===== src/rtl/tiny_mem_ctrl_pkg.sv =====
// Shared types and helpers for the tiny_mem_ctrl memory path.
// Response entries are sized for the widest supported data bus (64 bits).
package tiny_mem_ctrl_pkg;

  localparam int unsigned RespDataWidth = 64;
  localparam int unsigned RespStrbWidth = RespDataWidth / 8;

  // Fibonacci taps 16,14,13,11 expressed as bit positions 15,13,12,10.
  localparam logic [15:0] LfsrTaps = 16'hB400;

  typedef struct packed {
    logic [RespDataWidth-1:0] data;
    logic                     err;
    logic                     we;
  } resp_t;

  function automatic logic [RespDataWidth-1:0] expand_strb(input logic [RespStrbWidth-1:0] strb);
    logic [RespDataWidth-1:0] mask;
    mask = '0;
    for (int i = 0; i < RespStrbWidth; i++) begin
      mask[8*i +: 8] = {8{strb[i]}};
    end
    return mask;
  endfunction

endpackage


===== src/rtl/tiny_mem_resp_fifo.sv =====
// Fall-through response FIFO: a push into an empty FIFO is visible on head_o the same cycle.
// Pointers wrap modulo Depth, so any depth >= 1 works.
module tiny_mem_resp_fifo #(
  parameter int unsigned Depth = 4,
  parameter type entry_t = logic
) (
  input  logic   clk_i,
  input  logic   rst_ni,
  input  logic   push_i,
  input  entry_t data_i,
  input  logic   pop_i,
  output logic   full_o,
  output logic   empty_o,
  output entry_t head_o
);

  localparam int unsigned PtrW = (Depth > 1) ? $clog2(Depth) : 1;
  localparam int unsigned CntW = $clog2(Depth + 1);

  entry_t          mem_q [Depth];
  logic [PtrW-1:0] rd_q, rd_d, wr_q, wr_d;
  logic [CntW-1:0] cnt_q, cnt_d;
  logic            stored_empty, bypass, store, advance;

  function automatic logic [PtrW-1:0] incr(input logic [PtrW-1:0] p);
    return (p == PtrW'(Depth - 1)) ? '0 : p + 1'b1;
  endfunction

  assign stored_empty = (cnt_q == '0);
  assign full_o       = (cnt_q == CntW'(Depth));
  assign empty_o      = stored_empty && !push_i;
  assign head_o       = stored_empty ? data_i : mem_q[rd_q];

  // An entry pushed and popped while nothing is stored never touches the array.
  assign bypass  = stored_empty && push_i && pop_i;
  assign store   = push_i && !bypass;
  assign advance = pop_i && !stored_empty;

  always_comb begin
    rd_d  = advance ? incr(rd_q) : rd_q;
    wr_d  = store ? incr(wr_q) : wr_q;
    cnt_d = cnt_q + CntW'(store) - CntW'(advance);
  end

  always_ff @(posedge clk_i or negedge rst_ni) begin
    if (!rst_ni) begin
      rd_q  <= '0;
      wr_q  <= '0;
      cnt_q <= '0;
    end else begin
      rd_q  <= rd_d;
      wr_q  <= wr_d;
      cnt_q <= cnt_d;
    end
  end

  always_ff @(posedge clk_i) begin
    if (store) begin
      mem_q[wr_q] <= data_i;
    end
  end

endmodule


===== src/rtl/tiny_mem_ctrl.sv =====
// Request/grant to single-port SRAM controller with base relocation, range errors,
// fixed response latency, credit-bounded outstanding requests and optional grant throttling.
module tiny_mem_ctrl
  import tiny_mem_ctrl_pkg::*;
#(
  parameter int unsigned          AddrWidth      = 64,
  parameter int unsigned          DataWidth      = 64,
  parameter int unsigned          NumWords       = 1 << 20,
  parameter logic [AddrWidth-1:0] BaseAddr       = AddrWidth'(64'h8000_0000),
  parameter int unsigned          RespLatency    = 1,
  parameter int unsigned          MaxOutstanding = 4,
  parameter logic [15:0]          LfsrSeed       = 16'hACE1
) (
  input  logic                        clk_i,
  input  logic                        rst_ni,
  input  logic                        stall_en_i,
  input  logic                        req_i,
  output logic                        gnt_o,
  input  logic [AddrWidth-1:0]        addr_i,
  input  logic                        we_i,
  input  logic [DataWidth-1:0]        wdata_i,
  input  logic [DataWidth/8-1:0]      strb_i,
  output logic                        rvalid_o,
  input  logic                        rready_i,
  output logic [DataWidth-1:0]        rdata_o,
  output logic                        rerr_o,
  output logic                        sram_req_o,
  output logic                        sram_we_o,
  output logic [$clog2(NumWords)-1:0] sram_addr_o,
  output logic [DataWidth-1:0]        sram_wdata_o,
  output logic [DataWidth-1:0]        sram_wmask_o,
  input  logic [DataWidth-1:0]        sram_rdata_i
);

  localparam int unsigned StrbWidth = DataWidth / 8;
  localparam int unsigned SramAw    = $clog2(NumWords);
  localparam int unsigned ByteOffW  = $clog2(StrbWidth);
  localparam int unsigned CredW     = $clog2(MaxOutstanding + 1);
  localparam logic [AddrWidth:0] RangeBytes =
      (AddrWidth + 1)'(NumWords) * (AddrWidth + 1)'(StrbWidth);

  logic [15:0]          lfsr_q, lfsr_d;
  logic [CredW-1:0]     credits_q, credits_d;
  logic [AddrWidth-1:0] off;
  logic                 in_range, throttle, retire, accept;

  resp_t                  dl_q [RespLatency];
  resp_t                  dl_d [RespLatency];
  resp_t                  stage_out [RespLatency];
  logic [RespLatency-1:0] dl_vld_q, dl_vld_d;

  logic  resp_push, resp_full, resp_empty;
  resp_t resp_head;

  assign lfsr_d   = {lfsr_q[14:0], ^(lfsr_q & LfsrTaps)};
  assign throttle = stall_en_i && (lfsr_q[1:0] == 2'b00);

  assign off      = addr_i - BaseAddr;
  assign in_range = (addr_i >= BaseAddr) && ({1'b0, off} < RangeBytes);

  assign retire = rvalid_o && rready_i;
  // Reset gates the grant so no SRAM access can start while in reset.
  assign gnt_o  = rst_ni && !throttle && ((credits_q < CredW'(MaxOutstanding)) || retire);
  assign accept = req_i && gnt_o;

  assign sram_req_o   = accept && in_range;
  assign sram_we_o    = sram_req_o && we_i;
  assign sram_addr_o  = sram_req_o ? off[ByteOffW +: SramAw] : '0;
  assign sram_wdata_o = sram_we_o ? wdata_i : '0;
  assign sram_wmask_o = sram_we_o ? DataWidth'(expand_strb(RespStrbWidth'(strb_i))) : '0;

  always_comb begin
    for (int i = 0; i < RespLatency; i++) begin
      stage_out[i] = dl_q[i];
    end
    // Stage 0 is the cycle the SRAM returns data for the access accepted last cycle.
    stage_out[0].data = (dl_vld_q[0] && !dl_q[0].we && !dl_q[0].err) ?
                        RespDataWidth'(sram_rdata_i) : '0;

    dl_vld_d[0]  = accept;
    dl_d[0].data = '0;
    dl_d[0].err  = !in_range;
    dl_d[0].we   = we_i;
    for (int i = 1; i < RespLatency; i++) begin
      dl_vld_d[i] = dl_vld_q[i-1];
      dl_d[i]     = stage_out[i-1];
    end
  end

  assign resp_push = dl_vld_q[RespLatency-1];
  assign credits_d = credits_q + CredW'(accept) - CredW'(retire);

  always_ff @(posedge clk_i or negedge rst_ni) begin
    if (!rst_ni) begin
      lfsr_q    <= LfsrSeed;
      credits_q <= '0;
      dl_vld_q  <= '0;
      dl_q      <= '{default: '0};
    end else begin
      lfsr_q    <= lfsr_d;
      credits_q <= credits_d;
      dl_vld_q  <= dl_vld_d;
      dl_q      <= dl_d;
    end
  end

  tiny_mem_resp_fifo #(
    .Depth   (MaxOutstanding),
    .entry_t (resp_t)
  ) u_fifo (
    .clk_i   (clk_i),
    .rst_ni  (rst_ni),
    .push_i  (resp_push),
    .data_i  (stage_out[RespLatency-1]),
    .pop_i   (retire),
    .full_o  (resp_full),
    .empty_o (resp_empty),
    .head_o  (resp_head)
  );

  assign rvalid_o = !resp_empty;
  assign rerr_o   = rvalid_o && resp_head.err;
  assign rdata_o  = (rvalid_o && !resp_head.err && !resp_head.we) ?
                    DataWidth'(resp_head.data) : '0;

endmodule


===== config.mk =====
export PLATFORM = sky130hd
export DESIGN_NAME = tiny_mem_ctrl
export DESIGN_NICKNAME = d
export VERILOG_FILES = /design/src/rtl/tiny_mem_ctrl_pkg.sv /design/src/rtl/tiny_mem_resp_fifo.sv /design/src/rtl/tiny_mem_ctrl.sv
export SDC_FILE = /design/constraint.sdc
export NUM_CORES = 1
export LEC_CHECK = 0
export BUFFER_PORTS_ARGS = -buffer_cell sky130_fd_sc_hd__buf_4
export CORE_ASPECT_RATIO = 1.5
export CORE_MARGIN = 2
export CORE_UTILIZATION = 50
export CTS_CLUSTER_SIZE = 24
export DETAILED_ROUTE_END_ITERATION = 10
export GPL_TIMING_DRIVEN = 0
export PLACE_DENSITY = 0.85
export SYNTH_ARGS = -nofsm -noshare
export SYNTH_HDL_FRONTEND = slang
export SYNTH_SLANG_ARGS = --single-unit

===== constraint.sdc =====
create_clock -name clk_i -period 4.2 [get_ports clk_i]
set_input_delay 0 -clock clk_i [delete_from_list [all_inputs] [get_ports clk_i]]
set_output_delay 0 -clock clk_i [all_outputs]
set_load 0.01 [all_outputs]

==> flow_summary.json, run 1 <==
{
  "status": "finished, final reports clean",
  "cts_tree": "done",
  "netlist_area_um2": 14400,
  "powerDensity_nw_per_um2": 400,
  "peakVddDrop_uv": 270,
  "pwr-share-comb_pct": 26.2,
  "grt.total_usage_pct": 30.9,
  "stdcell_count": 1982,
  "yosys_warnings": 0,
  "syn_to_final_growth_pct": 37.6,
  "ant_nets": 0,
  "gp_congestion": 0.961,
  "die_area_um2": 30200,
  "post-route-drc-count": 0,
  "die_w_um": 142,
  "cp_slowest_stage_delay_ns": 0.68,
  "ys.flop_type": "edfxtp_1",
  "wire_per_inst_um": 24.2,
  "tightestPinTransition_ns": 1.05,
  "syn_avg_cell_area_um2": 13.3,
  "crit_chain": "buf_4 > inv_1 > ha_1 > nor4b_1 > nand3_1 > xor2_1 > o2111ai_1 > or4_1 > clkbuf_1 > clkbuf_1 > nor4_4 > buf_1 > buf_4 > buf_4",
  "io_buffers": 419,
  "grt_antenna_before_repair": 20,
  "drt_iter0_drc": 824,
  "first_global_vias": 11500,
  "clkLatencyLatePin_ns": 0.53,
  "cts.sinks": 293,
  "overflow": 0,
  "rsz0062_at_grt": "no",
  "drv_slew": 0,
  "use_met2_pct": 52.8,
  "num_rows": 76,
  "async_reset_ff_share_pct": 9.90,
  "wirelength_um": 47900,
  "cap_violations": 0,
  "worstPathArrival_ns": 3.81,
  "syn_inst": 1078,
  "hpwl_um": 33900,
  "die_h_um": 212,
  "dp.cells": 1854,
  "skew_ns": 0.0104,
  "cts_buffers": 24,
  "timing.final.ws_setup_ns": 0.387,
  "power.static_leakage_nw": 7.54,
  "mostFrequentLayoutCells": "476 x buf_4, 264 x edfxtp_1, 158 x nand2_1, 77 x nand3_1, 73 x clkbuf_1",
  "grt-busiest-layer": "met2",
  "fin_crit_sh_pct": 90.8,
  "num_io_pins": 423,
  "hold_path.class": "in -> async",
  "dp_slack_ns": -0.0242,
  "core_area_um2": 28500,
  "htree_levels": 1,
  "grt_max_degree": 53,
  "pwr-share-clk_pct": 31.2,
  "critical_path.most_common_cell": "buf_4",
  "period_needed_ns": 3.81,
  "power_frac_seq_pct": 42.6,
  "worstSetupEndpointType": "output pin",
  "critPathBufInv": 7,
  "initial_core_util_pct": 50.4,
  "syn_nets": 1296,
  "startpoint_type": "input pin",
  "synth-edff-count": 264,
  "grt_pass1_wl_um": 69200,
  "drive_above_1_share_pct": 41.0,
  "switchingPower_mw": 2.22,
  "setup_violations": 0,
  "worstPathRequired_ns": 4.20,
  "swShare_pct": 28.0,
  "cts_root_buf": "clkbuf_16",
  "internal_power_mw": 5.69,
  "hold_viol_final": 0,
  "final_common_cell": "buf_4",
  "netlist-cell-type-count": 46,
  "relSlewSlack_pct": 29.8,
  "ys_seq_elements": 293,
  "max_freq_mhz": 262,
  "yosysSeqAreaShare_pct": 60.2,
  "critPathTopFamily": "simple AND/OR/NAND/NOR gates",
  "use_met3_pct": 10.7,
  "nets": 1814,
  "path_clk_slew_ns": 0.07,
  "critPathSlowestCell": "nor4b_1",
  "crit_type": "in -> out",
  "drtPass1Iterations": 5,
  "drt-vias-per-instance": 5.82,
  "vias": 11500,
  "met1_usage_pct": 36.6,
  "crit_fanout": 10,
  "clock_path_buffers": 3,
  "nFillCells": 1861
}
Yosys cell counts, types with 2 or more instances:
cell type	n	area (um^2)
a211oi_1	2	15.0
a21oi_1	65	325
and2_1	70	438
buf_1	12	45.0
buf_4	56	420
buf_6	6	67.6
clkbuf_1	74	278
dfrtp_1	21	526
dfstp_2	8	210
edfxtp_1	264	7930
fa_1	2	40.0
ha_1	10	125
inv_1	16	60.1
mux2i_1	2	20.0
mux4_2	66	1490
nand2_1	158	593
nand3_1	77	385
nand4_1	3	18.8
nor2_1	10	37.5
nor3_1	10	50.1
nor4_1	54	338
nor4_2	50	626
o21ai_0	3	15.0
or3_1	2	12.5
or4_1	5	37.5
xnor2_1	8	70.1
xor2_1	5	43.8
power by group through the flow:
stage          clock network [mW]  registers [mW]  logic [mW]
2_1_floorplan                   0            3.41        1.38
3_3_place_gp                    0            3.43        1.91
3_5_place_dp                    0            3.43        1.99
4_1_cts                      2.48            3.37        2.07
5_1_grt                      2.58            3.38        2.26
6_report                     2.47            3.37        2.08
final cells by class:
class | instances | area (um^2) | share of cell area, %
diodes | 18 | 45.0 | 0.228
plain buffers | 148 | 813 | 4.11
clock buffers | 26 | 629 | 3.18
clock inverters | 17 | 230 | 1.16
inverters | 16 | 60.1 | 0.303
multi-input cells | 620 | 4970 | 25.1
flip-flops and latches | 293 | 8660 | 43.8
well taps | 351 | 439 | 2.22
repair buffers | 493 | 3950 | 19.9
per-stage QoR:
stage	hold WS [ns]	TNS [ns]	power (mW)	cell area (um^2)	util [%]
floorplan	-0.296	0	4.79	14400	-
global placement	-0.0672	-15.12	5.34	18000	63.0
detailed placement	-0.0537	-0.143	5.41	18100	63.5
CTS	0.0531	0	7.91	19700	69.1
global route	0.102	0	8.21	19800	69.2
finish	0.0541	0	7.91	19800	69.4
sequential cells by signal (all words and copies together), names as in the netlist:
name,count
dl_vld_q,1
u_fifo.cnt_q,3
dl_q,2
lfsr_q,16
u_fifo.mem_q,264
u_fifo.rd_q,2
credits_q,3
u_fifo.wr_q,2
cell families (layout without fill, tap and decap cells):
logic type	count (synthesis)	in the layout	synth area share, %
mux	69	69	10.6
flops	293	293	60.2
simple gates	446	446	18.1
xor+xnor	13	13	0.792
other cells	0	18	0
fa+ha+maj	12	12	1.15
buf+inv	165	700	6.09
compound gates	80	80	3.06
worst paths after layout:
kind / startpoint / to / slack (ns) / depth (start not counted)
worst max-delay path: addr_i[31] / sram_wmask_o[36] / 0.39 / 14
worst min-delay path: rst_ni / lfsr_q[10]$_DFF_PN1_ / 0.05 / 2
worst max register to register: u_fifo.cnt_q[1]$_DFF_PN0_ / credits_q[2]$_DFF_PN0_ / 1.31 / 11
worst min register to register: lfsr_q[14]$_DFF_PN0_ / lfsr_q[15]$_DFF_PN1_ / 0.35 / 0
max in group asynchronous: rst_ni / u_fifo.cnt_q[0]$_DFF_PN0_ / 2.75 / 3
min in group clk_i: req_i / credits_q[1]$_DFF_PN0_ / 0.15 / 5
what timing repair did:
item | 4_1_cts | 5_1_grt
gates cloned | 0 | 0
hold buffers | 68 | 0
resized for setup | 9 | 6
endpoints found under the hold margin | 290 | 0
buffers inserted | 0 | 0
endpoints found under the setup margin | 56 | 56
routing by layer:
metal	share of wire, %	vias up
li1	-	5079
met1	34	5572
met2	50	748
met3	13	111
met4	3.2	22
met5	0.27	-
No activity file was read; power rests on OpenSTA's default activity.
==> inputs of run 2 (changes only) <==
--- a/config.mk
+++ b/config.mk
@@ -6,13 +6,14 @@
 export NUM_CORES = 1
 export LEC_CHECK = 0
 export BUFFER_PORTS_ARGS = -buffer_cell sky130_fd_sc_hd__buf_4
+export CELL_PAD_IN_SITES_DETAIL_PLACEMENT = 2
+export CELL_PAD_IN_SITES_GLOBAL_PLACEMENT = 2
 export CORE_ASPECT_RATIO = 1.5
 export CORE_MARGIN = 2
-export CORE_UTILIZATION = 50
+export CORE_UTILIZATION = 34
 export CTS_CLUSTER_SIZE = 24
 export DETAILED_ROUTE_END_ITERATION = 10
-export GPL_TIMING_DRIVEN = 0
-export PLACE_DENSITY = 0.85
+export PLACE_DENSITY = 0.87
 export SYNTH_ARGS = -nofsm -noshare
 export SYNTH_HDL_FRONTEND = slang
 export SYNTH_SLANG_ARGS = --single-unit
==> flow_summary.json, run 2 (synthesized netlist as in run 1, its figures left out) <==
{
  "cap_violations": 0,
  "rsz0062_at_grt": "no",
  "worstPathRequired_ns": 4.20,
  "clock_path_buffers": 3,
  "timing.final.ws_setup_ns": 0.758,
  "first_global_vias": 12400,
  "post_cts_buffers": 0,
  "relSlewSlack_pct": 25.5,
  "crit_chain": "or3_2 > o21ai_0 > a221oi_1 > nand2_1 > clkinv_2 > buf_12 > nand3_1 > nor4_1 > buf_4 > buf_4",
  "grt_pass1_wl_um": 83600,
  "worstSetupEndpointType": "output pin",
  "ant_nets": 0,
  "stdcell_count": 2059,
  "cts_tree": "done",
  "critical_path.most_common_cell": "buf_4",
  "final_util_pct": 46.3,
  "period_needed_ns": 3.44,
  "cts_buffers": 28,
  "powerDensity_nw_per_um2": 430,
  "hold_viol_final": 0,
  "wirelength_um": 57200,
  "drt_iter0_drc": 774,
  "wire_per_inst_um": 27.8,
  "biggestRegsByFlops": "u_fifo.mem_q x264, lfsr_q x16",
  "tightestPinTransition_ns": 1.12,
  "status": "finished, final reports clean",
  "syn_to_final_growth_pct": 34.9,
  "nFillCells": 4209,
  "critPathTopFamily": "buffers and inverters",
  "largest_register": "u_fifo.mem_q",
  "cts.sinks": 293,
  "drt-vias-per-instance": 5.43,
  "die_h_um": 256,
  "die_w_um": 172,
  "grt_antenna_before_repair": 7,
  "vias": 11200,
  "num_io_pins": 423,
  "peakVddDrop_uv": 294,
  "io_buffers": 419,
  "num_rows": 92,
  "grt_max_degree": 96,
  "clkLatencyLatePin_ns": 0.56,
  "hold_path.class": "in -> async",
  "core_area_um2": 41900,
  "cp_slowest_stage_delay_ns": 0.51,
  "dp_slack_ns": 0.859,
  "cts_resized": 0,
  "r2r_slack_ns": 1.15,
  "worstPathArrival_ns": 3.44,
  "crit_type": "reg -> out",
  "reg2reg_depth": 11,
  "dp.cells": 1936,
  "fin_crit_sh_pct": 81.9,
  "crit_fanout": 70,
  "cts_root_buf": "clkbuf_16",
  "setup_violations": 0,
  "max_freq_mhz": 291,
  "drv_slew": 0,
  "post-route-drc-count": 0,
  "tns_ns": 0,
  "gp_congestion": 0.834,
  "initial_core_util_pct": 34.3,
  "skew_ns": 0.0239,
  "overflow": 0,
  "mostFrequentLayoutCells": "439 x buf_4, 264 x edfxtp_1, 158 x nand2_1, 77 x nand3_1, 68 x dlygate4sd3_1",
  "die_area_um2": 44000,
  "power.static_leakage_nw": 7.17,
  "final_common_cell": "buf_4",
  "startpoint_type": "register",
  "largest_reg_flops": 264,
  "nets": 1688,
  "critPathBufInv": 4,
  "critPathSlowestCell": "or3_2",
  "path_clk_slew_ns": 0.07,
  "htree_levels": 1,
  "drtPass1Iterations": 5,
  "hpwl_um": 35900,
  "drive_above_1_share_pct": 41.9,
  "grt.total_usage_pct": 25.6,
  "holdBufCountCts": 68,
  "crit_cells": 10
}
==> run 2: area by class of cell <==
type | instances | area [um^2] | share of cell area [%]
inverter | 16 | 61.3 | 0.316
timing repair buffer | 511 | 4060 | 20.9
sequential | 293 | 8670 | 44.7
clock inverter | 18 | 283 | 1.46
clock buffer | 32 | 716 | 3.69
multi-input combinational | 620 | 4890 | 25.2
tap | 564 | 706 | 3.64
antenna | 5 | 12.5 | 0.0645
==> run 2: where the power goes <==
part           total [mW]  switching [mW]  internal (mW)
combinational        2.02            1.10          0.916
sequential           3.51           0.203           3.31
clock                2.82            1.16           1.66
==> run 2: path summary, 6_finish.rpt <==
kind / startpoint / endpoint
max: u_fifo.cnt_q[1]$_DFF_PN0_ / sram_wmask_o[9]
min: rst_ni / lfsr_q[11]$_DFF_PN1_
max reg2reg: u_fifo.cnt_q[1]$_DFF_PN0_ / u_fifo.cnt_q[2]$_DFF_PN0_
min reg2reg: lfsr_q[3]$_DFF_PN0_ / lfsr_q[4]$_DFF_PN0_
max in group asynchronous: rst_ni / u_fifo.rd_q[1]$_DFFE_PN0P_
min in group clk_i: req_i / dl_vld_q$_DFF_PN0_
==> run 2: metal layers <==
metal  vias up  GRT usage (%)  share of wire (%)
li1       4795              -                  -
met1      5749           30.8                 38
met2       519           45.1                 51
met3       101           5.63                7.3
met4        10           7.91                3.0
met5         -              0              0.091
==> run 2: per-stage QoR <==
step           instance area, um^2  hold WS [ns]  total power [mW]
6_report                     19400        0.0231              8.35
5_1_grt                      19400       0.00978              8.68
4_1_cts                      19400       0.00933              8.37
3_5_place_dp                 17700       -0.0440              5.48
3_3_place_gp                 17700       -0.0575              5.33
2_1_floorplan                14400        -0.296              4.79
==> inputs of run 3 (changes only) <==
--- a/config.mk
+++ b/config.mk
@@ -5,15 +5,16 @@
 export SDC_FILE = /design/constraint.sdc
 export NUM_CORES = 1
 export LEC_CHECK = 0
+export ABC_AREA = 1
 export BUFFER_PORTS_ARGS = -buffer_cell sky130_fd_sc_hd__buf_4
 export CELL_PAD_IN_SITES_DETAIL_PLACEMENT = 2
 export CELL_PAD_IN_SITES_GLOBAL_PLACEMENT = 2
 export CORE_ASPECT_RATIO = 1.5
 export CORE_MARGIN = 2
-export CORE_UTILIZATION = 34
+export CORE_UTILIZATION = 32
 export CTS_CLUSTER_SIZE = 24
 export DETAILED_ROUTE_END_ITERATION = 10
-export PLACE_DENSITY = 0.87
+export PLACE_DENSITY = 0.88
 export SYNTH_ARGS = -nofsm -noshare
 export SYNTH_HDL_FRONTEND = slang
 export SYNTH_SLANG_ARGS = --single-unit
==> constraint.sdc (replaced) <==
create_clock -name clk_i -period 3.2 [get_ports clk_i]
set_input_delay 0 -clock clk_i [delete_from_list [all_inputs] [get_ports clk_i]]
set_output_delay 0 -clock clk_i [all_outputs]
set_load 0.01 [all_outputs]
==> flow_summary.json, run 3 <==
{
  "die_h_um": 266,
  "min_path_cells": 2,
  "period_needed_ns": 3.13,
  "setup_violations": 0,
  "syn_avg_cell_area_um2": 9.74,
  "synth_xor_area_share_pct": 0.538,
  "clock_path_buffers": 3,
  "skew_ns": 0.0299,
  "dp.cells": 2407,
  "path_clk_slew_ns": 0.06,
  "yosysMostFrequentCell": "nand2_1",
  "reg2reg_depth": 12,
  "r2r_slack_ns": 0.75,
  "critPathBufInv": 3,
  "powerDensity_nw_per_um2": 633,
  "status": "finished, final reports clean",
  "initial_core_util_pct": 32.2,
  "fin_crit_sh_pct": 97.8,
  "drt_iter0_drc": 726,
  "cts_root_buf": "clkbuf_16",
  "netlist-cell-type-count": 36,
  "hp-start": "we_i",
  "die_area_um2": 47500,
  "worstSetupEndpointType": "output pin",
  "drive_above_1_share_pct": 29.7,
  "ant_nets": 0,
  "num_rows": 96,
  "rsz0062_at_grt": "no",
  "nFillCells": 4835,
  "clkLatencyLatePin_ns": 0.56,
  "hold_viol_final": 0,
  "syn_inst": 1504,
  "htree_levels": 1,
  "wire_per_inst_um": 23.9,
  "worstPathRequired_ns": 3.20,
  "vias": 12800,
  "synth_top_area_share_pct": 54.1,
  "whs_ns": 0.183,
  "synth_fa_ha_area_share_pct": 1.13,
  "critPathSlowestCell": "dfrtp_4",
  "cap_violations": 0,
  "critPathTopFamily": "compound AO/OA/AOI/OAI gates",
  "cts.sinks": 293,
  "synth-simple-area-share_pct": 17.9,
  "power.static_leakage_nw": 8.72,
  "drt-vias-per-instance": 5.05,
  "final_util_pct": 43.8,
  "synth_top_family_by_area": "simple AND/OR/NAND/NOR gates",
  "drtPass1Iterations": 4,
  "num_io_pins": 423,
  "crit_chain": "inv_4 > o21ai_0 > o22ai_1 > nor2_1 > a32oi_4 > buf_12 > a211oi_1 > buf_4",
  "overflow": 0,
  "largest_reg_flops": 264,
  "grt_max_degree": 103,
  "startpoint_type": "register",
  "final_common_cell": "buf_4",
  "crit_path_start": "u_fifo.rd_q[0]$_DFFE_PN0P_",
  "cp_slowest_stage_delay_ns": 0.60,
  "async_reset_ff_share_pct": 9.90,
  "nets": 2140,
  "die_w_um": 179,
  "io_buffers": 419,
  "grt_pass1_wl_um": 89000,
  "yosysSeqAreaShare_pct": 59.2,
  "synth-compound-area-share_pct": 10.7,
  "hold_path.class": "in -> reg",
  "first_global_vias": 14400,
  "crit_cells": 8,
  "syn_nets": 1722,
  "r2r-end": "credits_q[2]$_DFF_PN0_",
  "cts_buffers": 27,
  "drv_slew": 0,
  "peakVddDrop_uv": 460,
  "largest_register": "u_fifo.mem_q",
  "cts_tree": "done",
  "r2r-start": "u_fifo.cnt_q[1]$_DFF_PN0_",
  "hpwl_um": 41300,
  "crit_fanout": 64,
  "worstPathArrival_ns": 3.13,
  "netlist_area_um2": 14600,
  "gp_congestion": 0.847,
  "synthMuxAreaShare_pct": 0,
  "synth-edff-count": 264,
  "crit_type": "reg -> out",
  "post-route-drc-count": 0,
  "synth_area_leaders": "edfxtp_1 54%, nand2_1 7.4%, nor2_1 6.6%",
  "stdcell_count": 2541,
  "grt_antenna_before_repair": 16,
  "relSlewSlack_pct": 36.5,
  "ys.flop_type": "edfxtp_1",
  "syn_to_final_growth_pct": 36.0,
  "yosys.area.top_type": "edfxtp_1",
  "core_area_um2": 45500,
  "max_freq_mhz": 319,
  "yosys_warnings": 0,
  "grt.total_usage_pct": 25.1,
  "synth_common_cells": "288 x nand2_1, 264 x edfxtp_1, 256 x nor2_1",
  "mostFrequentLayoutCells": "440 x buf_4, 288 x nand2_1, 264 x edfxtp_1, 251 x nor2_1, 202 x inv_1",
  "biggestRegsByFlops": "u_fifo.mem_q x264, lfsr_q x16",
  "endpoint": "rdata_o[44]",
  "wirelength_um": 60600,
  "ys_seq_elements": 293,
  "tightestPinTransition_ns": 0.950
}
-- run 3: changes by cell type after synthesis, moves of 64 or more --
cell / change
and2_1: -70
inv_1: +188
mux4_2: -66
nand2_1: +130
nand3_1: -64
nor2_1: +246
-- run 3: power by group --
part	internal, mW	total, mW	switching (mW)
clock network	2.06	3.55	1.49
registers	4.35	4.50	0.146
logic	1.70	4.56	2.86
-- run 3: worst min path at each step --
| stage | end | slack (ns) |
|---|---|---|
| 2_1_floorplan | credits_q[0]$_DFF_PN0_ | -0.30 |
| 3_3_place_gp | lfsr_q[14]$_DFF_PN0_ | -0.07 |
| 3_5_place_dp | lfsr_q[12]$_DFF_PN0_ | -0.06 |
| 4_1_cts | dl_q[0]$_DFF_PN0_ | 0.18 |
| 5_1_grt | dl_q[0]$_DFF_PN0_ | 0.17 |
| 6_report | dl_q[0]$_DFF_PN0_ | 0.18 |
-- run 3: metal layers --
layer	global-route usage, %	vias up	part of all wire (%)
met4	9.71	8	3.7
li1	-	5785	-
met3	5.35	110	7.6
met2	46.6	505	53
met5	0	-	0.076
met1	27.6	6413	36
-- run 3: layout make-up --
class                      instances  area [um^2]  area share [%]
clock buffer                      34          785            3.94
clock inverter                    16          184           0.923
antenna                           10         25.0           0.126
tap                              588          736            3.69
timing repair buffer             524         4250            21.3
sequential                       293         8670            43.5
inverter                         206          783            3.93
multi-input combinational        870         4490            22.5
-- run 3: cell families after synthesis --
logic type	after synthesis
buffers and inverters	341
XOR/XNOR	9
AND/OR/NAND/NOR	633
adder cells (fa/ha/maj)	12
flip-flops	293
AO/OA/AOI/OAI	216
-- run 3: stage by stage --
stage          worst slack (ns)  total power, mW  area (um^2)  TNS (ns)
6_report                 0.0693             12.6        19900         0
5_1_grt                  0.0178             13.2        19900         0
4_1_cts                  0.0336             12.6        19900         0
3_5_place_dp              0.517             8.93        18200         0
3_3_place_gp              0.596             8.56        18200         0
2_1_floorplan            -0.831             7.10        14600   -219.29
-- run 3: what timing repair did --
item | in CTS | in global routing
setup buffers | 1 | 0
gates resized for setup | 3 | 1
gates cloned | 0 | 0
endpoints found under the setup margin | 6 | 26
hold endpoints to repair | 290 | 0
hold buffers | 73 | 0
